$ cat config.mk
export PLATFORM = sky130hd
export DESIGN_NAME = lm_access_arbiter
export DESIGN_NICKNAME = d
export VERILOG_FILES = /design/src/rtl/lm_access_arbiter.sv
export SDC_FILE = /design/constraint.sdc
export NUM_CORES = 1
export LEC_CHECK = 0
export ABC_CLOCK_PERIOD_IN_PS = 6060
export CORE_AREA = 5 5 109 111
export CTS_CLUSTER_DIAMETER = 80
export DETAILED_ROUTE_END_ITERATION = 8
export DIE_AREA = 0 0 114 116
export DONT_BUFFER_PORTS = 1
export SLEW_MARGIN = 30
export SYNTH_ARGS = -nofsm -noshare
export SYNTH_HDL_FRONTEND = slang
export SYNTH_SLANG_ARGS = --single-unit
$ cat constraint.sdc
create_clock -name clk -period 6.06 [get_ports clk]
set_input_delay 1.212 -clock clk [delete_from_list [all_inputs] [get_ports clk]]
set_output_delay 1.212 -clock clk [all_outputs]
set_load 0.005 [all_outputs]
$ cat src/rtl/lm_access_arbiter.sv
// CPU/DMA arbiter for a shared dual-port local data memory with independent read
// and write channels, a DMA starvation guard and read-during-write byte forwarding.
module lm_access_arbiter #(
  parameter int ADDR_W     = 12,
  parameter int DATA_W     = 32,
  parameter int STARVE_LIM = 8
) (
  input  logic                clk,
  input  logic                reset,
  input  logic                cpu_rd_req,
  input  logic [ADDR_W-1:0]   cpu_rd_addr,
  output logic                cpu_rd_gnt,
  output logic                cpu_rd_valid,
  output logic [DATA_W-1:0]   cpu_rd_data,
  input  logic                cpu_wr_req,
  input  logic [ADDR_W-1:0]   cpu_wr_addr,
  input  logic [DATA_W-1:0]   cpu_wr_data,
  input  logic [DATA_W/8-1:0] cpu_wr_be,
  output logic                cpu_wr_gnt,
  input  logic                dma_rd_req,
  input  logic [ADDR_W-1:0]   dma_rd_addr,
  output logic                dma_rd_gnt,
  output logic                dma_rd_valid,
  output logic [DATA_W-1:0]   dma_rd_data,
  input  logic                dma_wr_req,
  input  logic [ADDR_W-1:0]   dma_wr_addr,
  input  logic [DATA_W-1:0]   dma_wr_data,
  input  logic [DATA_W/8-1:0] dma_wr_be,
  output logic                dma_wr_gnt,
  output logic [ADDR_W-1:0]   mem_raddr,
  output logic [ADDR_W-1:0]   mem_waddr,
  output logic [DATA_W-1:0]   mem_wdata,
  output logic [DATA_W/8-1:0] mem_we,
  input  logic [DATA_W-1:0]   mem_q
);

  localparam int         LANES = DATA_W / 8;
  localparam logic [3:0] LIM   = 4'(STARVE_LIM);

  // Channel index 0 = read, 1 = write; both channels use identical arbitration.
  logic [1:0] cpu_req_ch, dma_req_ch, cpu_gnt_ch, dma_gnt_ch;

  assign cpu_req_ch = {cpu_wr_req, cpu_rd_req};
  assign dma_req_ch = {dma_wr_req, dma_rd_req};

  genvar gi;
  generate
    for (gi = 0; gi < 2; gi++) begin : g_chan
      logic [3:0] starve_cnt;
      logic       dma_win;

      assign dma_win        = dma_req_ch[gi] && (!cpu_req_ch[gi] || (starve_cnt == LIM));
      assign dma_gnt_ch[gi] = !reset && dma_win;
      assign cpu_gnt_ch[gi] = !reset && cpu_req_ch[gi] && !dma_win;

      always_ff @(posedge clk or posedge reset) begin
        if (reset) begin
          starve_cnt <= '0;
        end else if (dma_req_ch[gi] && !dma_gnt_ch[gi]) begin
          starve_cnt <= (starve_cnt == LIM) ? starve_cnt : starve_cnt + 4'd1;
        end else begin
          starve_cnt <= '0;
        end
      end
    end
  endgenerate

  assign cpu_rd_gnt = cpu_gnt_ch[0];
  assign dma_rd_gnt = dma_gnt_ch[0];
  assign cpu_wr_gnt = cpu_gnt_ch[1];
  assign dma_wr_gnt = dma_gnt_ch[1];

  assign mem_raddr = dma_rd_gnt ? dma_rd_addr : (cpu_rd_gnt ? cpu_rd_addr : '0);
  assign mem_waddr = dma_wr_gnt ? dma_wr_addr : (cpu_wr_gnt ? cpu_wr_addr : '0);
  assign mem_wdata = dma_wr_gnt ? dma_wr_data : (cpu_wr_gnt ? cpu_wr_data : '0);
  assign mem_we    = dma_wr_gnt ? dma_wr_be   : (cpu_wr_gnt ? cpu_wr_be   : '0);

  logic              collide;
  logic              rd_valid_reg;
  logic              rd_owner_reg;   // 1 = outstanding read belongs to DMA
  logic              hit_reg;
  logic [LANES-1:0]  hit_be_reg;
  logic [DATA_W-1:0] hit_data_reg;
  logic [DATA_W-1:0] rd_data;

  // The memory returns old data on a same-word read/write, so remember the write.
  assign collide = (|dma_gnt_ch[0] | cpu_gnt_ch[0]) && (dma_wr_gnt || cpu_wr_gnt)
                   && (mem_raddr == mem_waddr);

  always_ff @(posedge clk or posedge reset) begin
    if (reset) begin
      rd_valid_reg <= 1'b0;
      rd_owner_reg <= 1'b0;
      hit_reg      <= 1'b0;
      hit_be_reg   <= '0;
      hit_data_reg <= '0;
    end else begin
      rd_valid_reg <= cpu_rd_gnt || dma_rd_gnt;
      rd_owner_reg <= dma_rd_gnt;
      hit_reg      <= collide;
      hit_be_reg   <= mem_we;
      hit_data_reg <= mem_wdata;
    end
  end

  generate
    for (gi = 0; gi < LANES; gi++) begin : g_lane
      assign rd_data[gi*8 +: 8] = (hit_reg && hit_be_reg[gi]) ? hit_data_reg[gi*8 +: 8]
                                                              : mem_q[gi*8 +: 8];
    end
  endgenerate

  assign cpu_rd_data  = rd_data;
  assign dma_rd_data  = rd_data;
  assign cpu_rd_valid = rd_valid_reg && !rd_owner_reg;
  assign dma_rd_valid = rd_valid_reg && rd_owner_reg;

endmodule

==> impl_metrics.yaml, run 1 <==
run_status:
  status: "complete, no violations"
finish:
  final_net_count: 390
  largest_reg_flops: 32
  post-route-util_pct: 27.5
  drive_gt1_share_pct: 27.5
  fin_cells: 369
  final_cell_mix: "47 x dfrtp_1, 45 x a22o_1, 32 x mux2_2, 13 x nand2_1"
  final_common_cell: "dfrtp_1"
  diodes: 0
  area_growth_pct: 0.341
global_routing:
  grt_pass1_wl_um: 13500
  antenna_found_initial: 0
  grt_overflow: 0
  grt_pass1_vias: 2264
  grt_max_degree: 50
  grt_usage_pct: 13.9
setup_path:
  critical_path_required_ns: 4.85
  r2r_slack_ns: 3.47
  worst-setup-path-type: "in2out"
  crit_start: "reset"
  r2r-end: "hit_reg"
  cp-end-kind: "output pin"
  cp_data_arrival_time_ns: 2.35
  ff2ff_path_depth: 9
  start_kind: "input pin"
  crit_fanout: 49
  r2r_start: "g_chan[1].starve_cnt[0]"
routing:
  vias: 2036
  routed_via_density: 5.52
  wire_per_inst_um: 27.1
  drt_first_pass_iters: 4
  wl_um: 10000
  remaining_drc_errors: 0
  ant_nets: 0
  drt-initial-drc-count: 73
clock_tree:
  htreeDepth: 2
  clock-root-buffer: "clkbuf_8"
  cts_inserted_buffers: 5
  clk-insertion-delay-late_ns: 0.30
  holdBufCountCts: 0
  cts.path.max_buffers: 2
  cts_sinks: 47
  cts_tree: "done"
  clkTransAtPathRegs_ns: 0.09
  ctsResizeCount: 0
  cts_setup_buffers: 0
timing:
  fin_crit_sh_pct: 58.8
  period_needed_ns: 3.56
  max_slew.worst_pin.slew_ns: 0.675
  setup_tns_ns: 0
  rsz0062_at_grt: "false"
  final.setup_skew_ns: 0.00697
  finalSetupViolCount: 0
  slew_violations: 0
  slew_headroom_pct: 55.0
  hold_violations: 0
  clock.fmax_mhz: 281
yosys:
  synth_area_leader_cell: "dfrtp_1"
  netlist_instances: 264
  yosysSeqAreaShare_pct: 40.1
  syn_avg_cell_area_um2: 11.1
  syn_area_um2: 2930
  synth_nets: 426
  synth_warnings: 0
  synthTopCellsByArea: "dfrtp_1 40%, a22o_1 13%, mux2_2 12%, buf_4 8.4%, a22o_2 4.1%"
  synth_top_cell_area_share_pct: 40.1
  ys_ff_latch: 47
  ys_types: 32
worst_hold_path:
  min_path_type: "reg2reg"
  min_to: "g_chan[0].starve_cnt[1]"
  hold_path_depth: 2
  hp-start: "g_chan[0].starve_cnt[1]"
floorplan:
  die-width_um: 114
  fp.dieH_um: 116
  io_pins: 288
  num_rows: 38
  start_util_pct: 27.4
  die_area_um2: 13200
  core_area_um2: 10700
power:
  combPwrFrac_pct: 15.3
  leakage_nw: 1.32
  powerDensity_nw_per_um2: 247
  clockPowerShare_pct: 38.1
  power_frac_seq_pct: 46.6
  switchingPower_mw: 0.187
  ir_drop_mv: 0.127
  swShare_pct: 25.8
  intPower_mw: 0.539
placed_design:
  place_congestion: 0.769
  dp_hpwl_um: 8090
  io_buffers: 0
  dp.cells: 361
flow_run:
  maxCapViolations: 0
-- cells in the mapped netlist --
library cell and count:
nor4_1 2, buf_6 3, a22o_1 45, xnor2_1 4
a22oi_1 1, nor2b_1 1, nand3_1 2, ha_1 4
inv_1 6, a21oi_4 2, a22o_2 12, or2b_1 1
or2b_2 2, a21oi_2 2, nor3_1 3, nand3b_1 2
o21a_1 2, mux2_2 32, nor2_1 5, and4b_1 1
or2_2 1, a21oi_1 6, buf_2 10, dfrtp_1 47
nand2b_1 5, buf_4 33, and3b_1 2, o21ai_0 1
nand2_1 13, nand4b_1 1, xor2_1 12, and2_1 1
-- through the flow --
stage / power, mW / setup WS (ns) / hold WS [ns] / cell area (um2)
floorplan: 0.447 / 2.36 / 0.519 / 2930
global placement: 0.457 / 2.49 / 0.541 / 2810
detailed placement: 0.459 / 2.50 / 0.556 / 2810
CTS: 0.743 / 2.49 / 0.574 / 2940
global route: 0.760 / 2.41 / 0.607 / 2940
finish: 0.726 / 2.50 / 0.572 / 2940
-- cell type report --
cell class | count | area, um2
Inverter | 6 | 22.5
Tap cell | 140 | 175
Multi-Input combinational cell | 165 | 1410
Clock inverter | 3 | 67.6
Timing Repair Buffer | 3 | 22.5
Clock buffer | 5 | 68.8
Sequential cell | 47 | 1180
Fill cell | 1118 | 7750
-- worst max-delay path, cell delays in order --
cell	delay [ns]
nand2b_1	0.15
a21oi_4	0.12
buf_4	0.49
a22o_1	0.34
-- worst max-delay path by stage --
stage,end,depth (start not counted),slack (ns)
floorplan,mem_raddr[10],2,2.36
global placement,mem_we[1],4,2.49
detailed placement,mem_we[1],4,2.50
CTS,mem_we[1],4,2.49
global route,mem_raddr[10],3,2.41
finish,mem_we[1],4,2.50
-- routing by layer --
| layer | track usage, % | wire [um] |
|---|---|---|
| met5 | 0 | 0 |
| met4 | 4.28 | 172 |
| met3 | 5.54 | 1190 |
| met2 | 26.6 | 5330 |
| met1 | 13.8 | 3330 |
-- cells by family after synthesis --
logic type      synth area share (%)
compound gates                  21.2
xor+xnor                        4.78
fa+ha+maj                       1.71
buf+inv                         12.1
flops                           40.1
mux                             12.3
simple gates                    7.89
-- power by group through the flow --
stage               registers, mW  clock network [mW]  logic, mW
floorplan                   0.342                   0      0.104
detailed placement          0.345                   0      0.113
CTS                         0.339               0.290      0.114
global placement            0.345                   0      0.112
finish                      0.339               0.277      0.111
global route                0.341               0.295      0.123
Note: power is estimated with default switching activity, not from simulation.
==> inputs of run 2 (changes only) <==
- ABC_CLOCK_PERIOD_IN_PS: 6060 -> 3550
- clock period: 6.06 -> 3.55 ns (I/O delays scaled with it)
==> impl_metrics.yaml, run 2 (same netlist as run 1, synthesis figures left out) <==
setup_path:
  cp.depth: 6
  cpLargestDelayFamily: "buffers and inverters"
  cp_data_arrival_time_ns: 2.26
  r2r-end: "hit_reg"
  crit_fanout: 49
  path_cells: "inv_1 > ha_1 > and3b_1 > a21oi_4 > buf_4 > a22o_1"
  ff2ff_path_depth: 9
  cp-end-kind: "output pin"
  slowest_stage: "buf_4"
  r2r_start: "g_chan[1].starve_cnt[0]"
  r2r_slack_ns: 0.95
  crit_buf_inv: 2
  worst-setup-path-type: "reg2out"
  cpPeakStageDelay_ns: 0.47
  start_kind: "flop"
  critical_path_required_ns: 2.84
timing:
  slew_violations: 0
  rsz0062_at_grt: "false"
  max_slew.worst_pin.slew_ns: 0.688
  final.setup_skew_ns: 0.0103
  period_needed_ns: 2.97
  hold_violations: 0
  slew_headroom_pct: 54.1
  fin_crit_sh_pct: 83.8
  setup_tns_ns: 0
  clock.fmax_mhz: 336
  finalSetupViolCount: 0
power:
  power_mw: 1.24
  combPwrFrac_pct: 15.4
  switchingPower_mw: 0.318
  leakage_nw: 1.33
  swShare_pct: 25.7
  intPower_mw: 0.921
  clockPowerShare_pct: 38.0
  power_frac_seq_pct: 46.7
  ir_drop_mv: 0.208
  powerDensity_nw_per_um2: 420
finish:
  diodes: 0
  area_growth_pct: 0.597
  final_common_cell: "dfrtp_1"
  fill_cells: 1130
  final_net_count: 391
  largest_reg_flops: 32
  final_cell_mix: "47 x dfrtp_1, 45 x a22o_1, 32 x mux2_2, 13 x nand2_1"
  drive_gt1_share_pct: 27.8
floorplan:
  die-width_um: 114
  num_rows: 38
  die_area_um2: 13200
  core_area_um2: 10700
  fp.dieH_um: 116
  io_pins: 288
  start_util_pct: 27.4
routing:
  wl_um: 9900
  vias: 2021
  drt_first_pass_iters: 5
  routed_via_density: 5.46
  remaining_drc_errors: 0
  drt-initial-drc-count: 54
  wire_per_inst_um: 26.8
  ant_nets: 0
clock_tree:
  ctsResizeCount: 0
  clkTransAtPathRegs_ns: 0.09
  htreeDepth: 2
  cts_setup_buffers: 0
  cts_tree: "done"
  holdBufCountCts: 0
  cts.path.max_buffers: 2
  cts_sinks: 47
  cts_inserted_buffers: 5
  clk-insertion-delay-late_ns: 0.31
  clock-root-buffer: "clkbuf_8"
global_routing:
  grt_max_degree: 50
  grt_pass1_wl_um: 13400
  antenna_found_initial: 0
  grt_pass1_vias: 2234
  grt_overflow: 0
  grt_usage_pct: 13.8
placed_design:
  io_buffers: 0
  dp_hpwl_um: 8110
  place_congestion: 0.754
run_status:
  status: "complete, no violations"
worst_hold_path:
  min_path_type: "in2async"
flow_run:
  maxCapViolations: 0
==> run 2: cell types whose count changed in the layout (fill, tap and decap cells not counted), sizes merged <==
cell / change
buf: +1
==> run 2: layout make-up <==
class | instances | area, um2 | share of cell area [%]
multi-input combinational | 165 | 1410 | 47.8
sequential | 47 | 1180 | 39.8
tap | 140 | 175 | 5.93
clock buffer | 5 | 68.8 | 2.33
clock inverter | 3 | 67.6 | 2.29
timing repair buffer | 4 | 30.0 | 1.02
inverter | 6 | 22.5 | 0.763
==> run 2: routing by layer <==
layer / vias up / share of wire (%) / routed length [um] / GRT usage [%]
met3: 8 / 12 / 1150 / 4.86
met4: 0 / 1.2 / 123 / 3.72
met2: 194 / 54 / 5370 / 26.6
li1: 854 / - / - / -
met5: - / 0 / 0 / 0
met1: 965 / 33 / 3260 / 14.0
==> run 2: power groups by stage <==
stage          logic, mW  clock network (mW)  registers, mW
4_1_cts            0.196               0.491          0.579
2_1_floorplan      0.178                   0          0.585
5_1_grt            0.212               0.510          0.582
6_report           0.190               0.470          0.578
3_3_place_gp       0.191                   0          0.589
3_5_place_dp       0.195                   0          0.589
==> run 2: worst max path at each step <==
| stage | slack (ns) | startpoint | endpoint |
|---|---|---|---|
| final | 0.58 | g_chan[1].starve_cnt[0] | mem_we[1] |
| after detailed placement | 0.90 | g_chan[1].starve_cnt[0] | hit_reg |
| after global routing | 0.46 | g_chan[1].starve_cnt[0] | mem_we[1] |
| after CTS | 0.54 | g_chan[1].starve_cnt[0] | mem_we[1] |
| after global placement | 0.98 | g_chan[1].starve_cnt[0] | hit_reg |
| after floorplan | 0.85 | reset | mem_raddr[10] |
==> run 2: metrics by stage <==
step / util [%] / instance area (um2) / hold WS, ns / cells / worst slack [ns]
3_5_place_dp: 26.3 / 2820 / 0.563 / 362 / 0.895
2_1_floorplan: - / 2930 / 0.519 / 264 / 0.851
4_1_cts: 27.6 / 2950 / 0.345 / 370 / 0.545
5_1_grt: 27.6 / 2950 / 0.370 / 370 / 0.459
6_report: 27.6 / 2950 / 0.327 / 370 / 0.576
3_3_place_gp: 26.3 / 2820 / 0.541 / 362 / 0.984
